===== src/rtl/imem_arbiter_ctrl.sv =====
// Run controller and two-port access arbiter for the accumulator core's
// 128x8 single-port instruction memory.
//
// Handshake rules for both requesters:
//   req is held by the requester until gnt. gnt is combinational and means
//   the access is taken by the memory in this cycle. A granted read returns
//   rvalid for exactly one cycle, in the next cycle, to that requester only.
//   rdata follows mem_rdata while rvalid is high and holds its value
//   otherwise. Writes produce no rvalid.
module imem_arbiter_ctrl #(
  parameter int ADDR_W     = 7,
  parameter int DATA_W     = 8,
  parameter int STARVE_MAX = 4,
  parameter int CYC_W      = 16
) (
  input  logic              clk,
  input  logic              rst_n,
  input  logic              host_req,
  input  logic              host_we,
  input  logic [ADDR_W-1:0] host_addr,
  input  logic [DATA_W-1:0] host_wdata,
  output logic              host_gnt,
  output logic              host_rvalid,
  output logic [DATA_W-1:0] host_rdata,
  input  logic              core_req,
  input  logic [ADDR_W-1:0] core_addr,
  output logic              core_gnt,
  output logic              core_rvalid,
  output logic [DATA_W-1:0] core_rdata,
  output logic              mem_en,
  output logic              mem_we,
  output logic [ADDR_W-1:0] mem_addr,
  output logic [DATA_W-1:0] mem_wdata,
  input  logic [DATA_W-1:0] mem_rdata,
  input  logic              start,
  input  logic              core_halt,
  output logic              core_run,
  output logic              busy,
  output logic              done,
  output logic [CYC_W-1:0]  cycle_count,
  output logic [1:0]        state_dbg
);

  typedef enum logic [1:0] {
    IDLE  = 2'd0,
    RUN   = 2'd1,
    DRAIN = 2'd2,
    DONE  = 2'd3
  } state_t;

  localparam int SW = $clog2(STARVE_MAX + 1);

  state_t            state;
  state_t            state_nxt;
  logic [SW-1:0]     starve_cnt;
  logic              host_pend;
  logic              core_pend;
  logic [DATA_W-1:0] host_rdata_q;
  logic [DATA_W-1:0] core_rdata_q;
  logic              core_starved;

  // State register; rst_n is active-high despite its name.
  always_ff @(posedge clk) begin
    if (rst_n) state <= IDLE;
    else       state <= state_nxt;
  end

  // Next-state logic; halt has priority over start while running.
  always_comb begin
    state_nxt = state;
    case (state)
      IDLE:    if (start) state_nxt = RUN;
      RUN:     if (core_halt) state_nxt = DRAIN;
      DRAIN:   state_nxt = DONE;
      DONE:    if (start) state_nxt = RUN;
      default: state_nxt = IDLE;
    endcase
  end

  // Status outputs decoded from the state.
  always_comb begin
    core_run  = (state == RUN);
    busy      = (state == RUN) || (state == DRAIN);
    done      = (state == DONE);
    state_dbg = state;
  end

  // Arbitration: host first, unless the core has been denied STARVE_MAX
  // cycles in a row. Nothing is granted while reset is asserted.
  always_comb begin
    core_starved = (starve_cnt == SW'(STARVE_MAX));
    core_gnt  = !rst_n && (state == RUN) && core_req && (!host_req || core_starved);
    host_gnt  = !rst_n && host_req && !core_gnt;
    mem_en    = host_gnt || core_gnt;
    mem_we    = host_gnt && host_we;
    mem_addr  = '0;
    mem_wdata = '0;
    if (core_gnt) begin
      mem_addr = core_addr;
    end else if (host_gnt) begin
      mem_addr = host_addr;
      if (host_we) mem_wdata = host_wdata;
    end
  end

  // Starvation counter: counts denied core cycles, only meaningful in RUN.
  always_ff @(posedge clk) begin
    if (rst_n || state != RUN || core_gnt) starve_cnt <= '0;
    else if (core_req)                     starve_cnt <= starve_cnt + SW'(1);
  end

  // Run-cycle counter: cleared on start, saturating count while in RUN.
  always_ff @(posedge clk) begin
    if (rst_n)
      cycle_count <= '0;
    else if ((state == IDLE || state == DONE) && start)
      cycle_count <= '0;
    else if (state == RUN && cycle_count != {CYC_W{1'b1}})
      cycle_count <= cycle_count + CYC_W'(1);
  end

  // Read owner tags: remember who issued last cycle's read.
  always_ff @(posedge clk) begin
    if (rst_n) begin
      host_pend <= 1'b0;
      core_pend <= 1'b0;
    end else begin
      host_pend <= host_gnt && !host_we;
      core_pend <= core_gnt;
    end
  end

  // Hold registers so rdata keeps the last returned word.
  always_ff @(posedge clk) begin
    if (rst_n) begin
      host_rdata_q <= '0;
      core_rdata_q <= '0;
    end else begin
      if (host_rvalid) host_rdata_q <= mem_rdata;
      if (core_rvalid) core_rdata_q <= mem_rdata;
    end
  end

  // Read return: memory data passes through in the rvalid cycle.
  always_comb begin
    host_rvalid = host_pend && !rst_n;
    core_rvalid = core_pend && !rst_n;
    host_rdata  = host_rvalid ? mem_rdata : host_rdata_q;
    core_rdata  = core_rvalid ? mem_rdata : core_rdata_q;
  end

endmodule


===== config.mk =====
export PLATFORM = sky130hd
export DESIGN_NAME = imem_arbiter_ctrl
export DESIGN_NICKNAME = d
export VERILOG_FILES = /design/src/rtl/imem_arbiter_ctrl.sv
export SDC_FILE = /design/constraint.sdc
export NUM_CORES = 1
export LEC_CHECK = 0
export CORE_ASPECT_RATIO = 0.6
export CORE_MARGIN = 10
export CORE_UTILIZATION = 35
export CTS_CLUSTER_SIZE = 16
export DETAILED_ROUTE_END_ITERATION = 10
export HOLD_SLACK_MARGIN = 0.1
export MAX_ROUTING_LAYER = met4
export PLACE_DENSITY = 0.69
export SLEW_MARGIN = 10
export SYNTH_ARGS = -nofsm -noshare
export SYNTH_HDL_FRONTEND = slang
export SYNTH_SLANG_ARGS = --single-unit

===== constraint.sdc =====
create_clock -name clk -period 3.6 [get_ports clk]
set_input_delay 0.36 -clock clk [delete_from_list [all_inputs] [get_ports clk]]
set_output_delay 0.36 -clock clk [all_outputs]
set_load 0.02 [all_outputs]

==> tab_implementation.tex <==
\begin{tabular}{lr}
\hline
Metric & Value \\
\hline
\multicolumn{2}{l}{\textbf{Drt}} \\
\quad Wire length after detailed routing & 5.953 mm \\
\quad Count of nets left with antenna violations after detail routing & 0 \\
\quad Avg WL per Cell & 16.09 um \\
\quad Via density & 5.114 \\
\quad Residual DRC count & 0 \\
\quad Via total after detailed routing & between 1,500 and 2,000 \\
\quad Detailed Routing Iterations Pass 1 & 4 \\
\quad Initial DRC Count & around 80 \\
\multicolumn{2}{l}{\textbf{Yosys}} \\
\quad Number of unique standard cell types used by synthesis & 36 \\
\quad Area share of the largest cell type after synthesis & 0.4049 \\
\quad Cell types occupying the most area after synthesis & dfxtp\_1 40\%, mux2\_2 9.3\%, nor2b\_1 5.8\% \\
\quad Post-synthesis cell type with the largest combined area & dfxtp\_1 \\
\quad Mean cell area of the mapped netlist & 9.314 um\^{}2 \\
\quad Number of instances in the synthesized netlist & 207 \\
\quad Share of the yosys chip area belonging to registers & 0.4049 \\
\quad FF+latch count, synth & 39 \\
\quad Yosys warning count & 0 \\
\quad Top flip-flop cell by instance count after synthesis & dfxtp\_1 \\
\quad Cell area after technology mapping & 0.001928 mm\^{}2 \\
\quad Share of synthesized registers carrying an async set or reset & 0 \\
\quad Number of synthesized flops with an enable pin & 0 \\
\quad Net Count, Synth & 249 \\
\multicolumn{2}{l}{\textbf{Global route}} \\
\quad Antenna violations before repair & 0 \\
\quad Maximum number of pins on one net before global-route repair & 20 \\
\quad Via count of the first global-routing pass & 1,901 \\
\quad Remaining global-route overflow & 0 \\
\quad Global-route wire length before repair & 9.722 mm \\
\quad Total GRT Usage & 0.1375 \\
\multicolumn{2}{l}{\textbf{Place}} \\
\quad RD Place Congestion & 0.8322 \\
\quad HPWL Detailed & around 4.8 mm \\
\quad Number of placed instances, taps included & 362 \\
\quad Post-place instance area & approximately 0.0029 mm\^{}2 \\
\quad Port bufs & 94 \\
\multicolumn{2}{l}{\textbf{CTS}} \\
\quad Clock latency on the worst-skew pair & approximately 0.29 ns \\
\quad Post-CTS Setup Bufs & 0 \\
\quad Maximum buffer depth of the clock tree & 2 \\
\quad TritonCTS clock tree & done \\
\quad Number of clock sinks seen by CTS & 39 \\
\quad Number of buffers added by the clock tree synthesis step & 5 \\
\quad Level count of the clock H-tree & 2 \\
\quad Buffer cell driving the clock tree root & clkbuf\_8 \\
\quad Hold-fix buffer count after cts & 0 \\
\quad Clock transition at path regs & 0.07 ns \\
\quad Resize count post-CTS & 0 \\
\multicolumn{2}{l}{\textbf{STA}} \\
\quad Worst Skew & 0.005263 ns \\
\quad Final-report setup violation count & 0 \\
\quad Maximum achievable frequency & 352.9 MHz \\
\quad Period utilisation layout & 0.7872 \\
\quad Setup repair after global routing missed its margin & false \\
\quad Total count of hold-check failures in the final report & 0 \\
\quad Worst max-slew margin expressed relative to the limit & 0.4593 \\
\quad Count of pins over their slew limit & 0 \\
\quad Min Clock Period, post-route & 2.834 ns \\
\quad Transition time at the pin with the least slew margin & roughly 0.80 ns \\
\quad Final sum of negative setup slack & 0 ns \\
\multicolumn{2}{l}{\textbf{Cells and area}} \\
\quad Area overhead of the layout relative to synthesis & 57.95\% \\
\quad Antenna cell count & 0 \\
\quad Final std cell area, no fill & between 0.003 and 0.004 mm\^{}2 \\
\quad Layout Nets & 345 \\
\quad Final core utilization & 0.5851 \\
\quad Proportion of layout cells with a drive suffix above 1 & 0.1020 \\
\quad Count of placed standard cells in the final layout, fillers left out & 370 \\
\multicolumn{2}{l}{\textbf{Floorplanning}} \\
\quad Die Wd & 115.8 um \\
\quad Number of top-level pins & 95 \\
\quad Placement row count & 20 \\
\quad Die area & 0.008975 mm\^{}2 \\
\quad Area of the core & 0.005205 mm\^{}2 \\
\quad Height of the die & 77.49 um \\
\quad Initial Util & 0.3704 \\
\multicolumn{2}{l}{\textbf{Power}} \\
\quad Power density relative to cell area & 382.2 mW/mm\^{}2 \\
\quad Maximum ir drop on the vdd rail & 0.0001655 V \\
\quad Leakage dissipation & $\sim$1.2 nW \\
\multicolumn{2}{l}{\textbf{Worst setup path}} \\
\quad Data required time at the worst endpoint & 3.24 ns \\
\quad Worst Path Max Fanout & 10 \\
\quad Startpoint of the lowest-slack register-to-register path & state\_dbg[0] \\
\quad Startpoint types & flip-flop \\
\quad Critical Setup Path Class & flip-flop to output port \\
\quad Worst setup path start & state\_dbg[0] \\
\quad Slowest stage cell, crit path & clkdlybuf4s50\_1 \\
\quad Arr. time, crit path & 2.47 ns \\
\quad Worst stage delay on the critical path & 0.61 ns \\
\quad Worst path cell trace & ha\_1, inv\_1, nor3\_1, buf\_4, a22o\_1, clkdlybuf4s50\_1 \\
\quad Sort of element at the end of the critical path & output port \\
\multicolumn{2}{l}{\textbf{Run}} \\
\quad Max capacitance violation total & 0 \\
\multicolumn{2}{l}{\textbf{Hold path}} \\
\quad Min-Delay Path Class & flip-flop to flip-flop \\
\quad Hold path startpoint & cycle\_count[15] \\
\multicolumn{2}{l}{\textbf{Run status}} \\
\quad Status & finished clean \\
\hline
\end{tabular}
==> path summary, 6_finish.rpt <==
kind | end | slack [ns] | cells past startpoint
worst min register to register | cycle_count[15] | 0.51 | 2
worst max register to register | cycle_count[15] | 1.28 | 5
worst min-delay path | cycle_count[15] | 0.51 | 2
worst max-delay path | mem_addr[5] | 0.77 | 6
==> kinds of logic (layout without fill, tap and decap cells) <==
group                      Yosys count  in the layout  share of synthesized area
xor gates and xnor gates             3              3                    0.01363
muxes                               19             19                     0.1090
and+or+nand+nor                     82             82                     0.2576
AOI/OAI and AO/OA                   42             42                     0.1460
DFF                                 39             39                     0.4049
adders and majority gates            5              5                    0.03245
buffers and inverters               17            114                    0.03635
==> layer usage <==
metal	track usage	up-vias	share of wire
met5	-	-	0
met1	0.1773	855	0.47
li1	-	961	-
met2	0.1902	68	0.44
met3	0.05453	8	0.081
met4	0.04478	0	0.014
==> cell type report <==
cell class                 instances  area [um^2]
tap                               66        82.58
sequential                        39        780.7
multi-input combinational        151         1077
timing repair buffer              99        978.4
fill                             465         2160
clock buffer                       8        100.1
inverter                           7        26.28
==> power by group <==
group          switching (mW)  internal (mW)  total, mW  leakage (nW)
clock                   0.147          0.175      0.322        0.0515
sequential             0.0179          0.452      0.470         0.315
combinational           0.196          0.175      0.372         0.796
total                   0.361          0.803       1.16          1.16
==> cells in the mapped netlist, drive strengths merged, types with 2 or more instances <==
| cell | n |
|---|---|
| buf | 3 |
| or3 | 4 |
| nor4 | 2 |
| clkbuf | 7 |
| a21oi | 15 |
| or4 | 8 |
| nor3 | 3 |
| nand3 | 4 |
| mux2i | 3 |
| nand2b | 4 |
| and3 | 10 |
| o21ai | 5 |
| mux2 | 16 |
| inv | 7 |
| nor2b | 18 |
| dfxtp | 39 |
| nand4 | 7 |
| ha | 5 |
| o31ai | 8 |
| xor2 | 2 |
| nor2 | 10 |
| and4 | 2 |
| a22o | 7 |
| o41ai | 2 |
| nand2 | 8 |
==> metrics by stage <==
stage | hold WS [ns] | setup slack, ns | total power, mW
3_5_place_dp | 0.4958 | 0.8718 | 0.8537
4_1_cts | 0.5131 | 0.7502 | 1.180
2_1_floorplan | 0.4316 | 0.9071 | 0.6811
3_3_place_gp | 0.4894 | 0.8768 | 0.8532
6_report | 0.5106 | 0.7660 | 1.164
5_1_grt | 0.5625 | 0.5462 | 1.223
==> worst max-delay path, delay by kind of cell, from the launching register on <==
family / cells / cell delay, ns
compound gates: 1 / 0.15
fa+ha+maj: 1 / 0.44
buf+inv: 3 / 0.97
flops: 1 / 0.40
simple gates: 1 / 0.21
==> placed cells by master (no fill, tap or decap), types with 2 or more instances in the layout <==
| cell | n |
|---|---|
| and4_1 | 2 |
| ha_1 | 5 |
| a21oi_1 | 15 |
| mux2i_1 | 3 |
| dfxtp_1 | 39 |
| and3_1 | 10 |
| nand4_1 | 6 |
| xor2_1 | 2 |
| clkdlybuf4s50_1 | 94 |
| nand3_1 | 4 |
| inv_1 | 7 |
| buf_4 | 5 |
| o21ai_0 | 5 |
| or3_1 | 4 |
| nor2b_1 | 18 |
| nor2_1 | 10 |
| o41ai_1 | 2 |
| nor3_1 | 3 |
| a22o_1 | 7 |
| nand2b_1 | 4 |
| or4_1 | 8 |
| nand2_1 | 8 |
| o31ai_1 | 8 |
| mux2_2 | 16 |
| clkbuf_8 | 7 |
==> flip-flops by register name (all words and copies together) (netlist names) <==
signal and cells:
core_pend 1, core_rdata_q 8, cycle_count 16, host_pend 1, host_rdata_q 8, starve_cnt 3
state_dbg 2
Power figures use the tool's default switching activity.
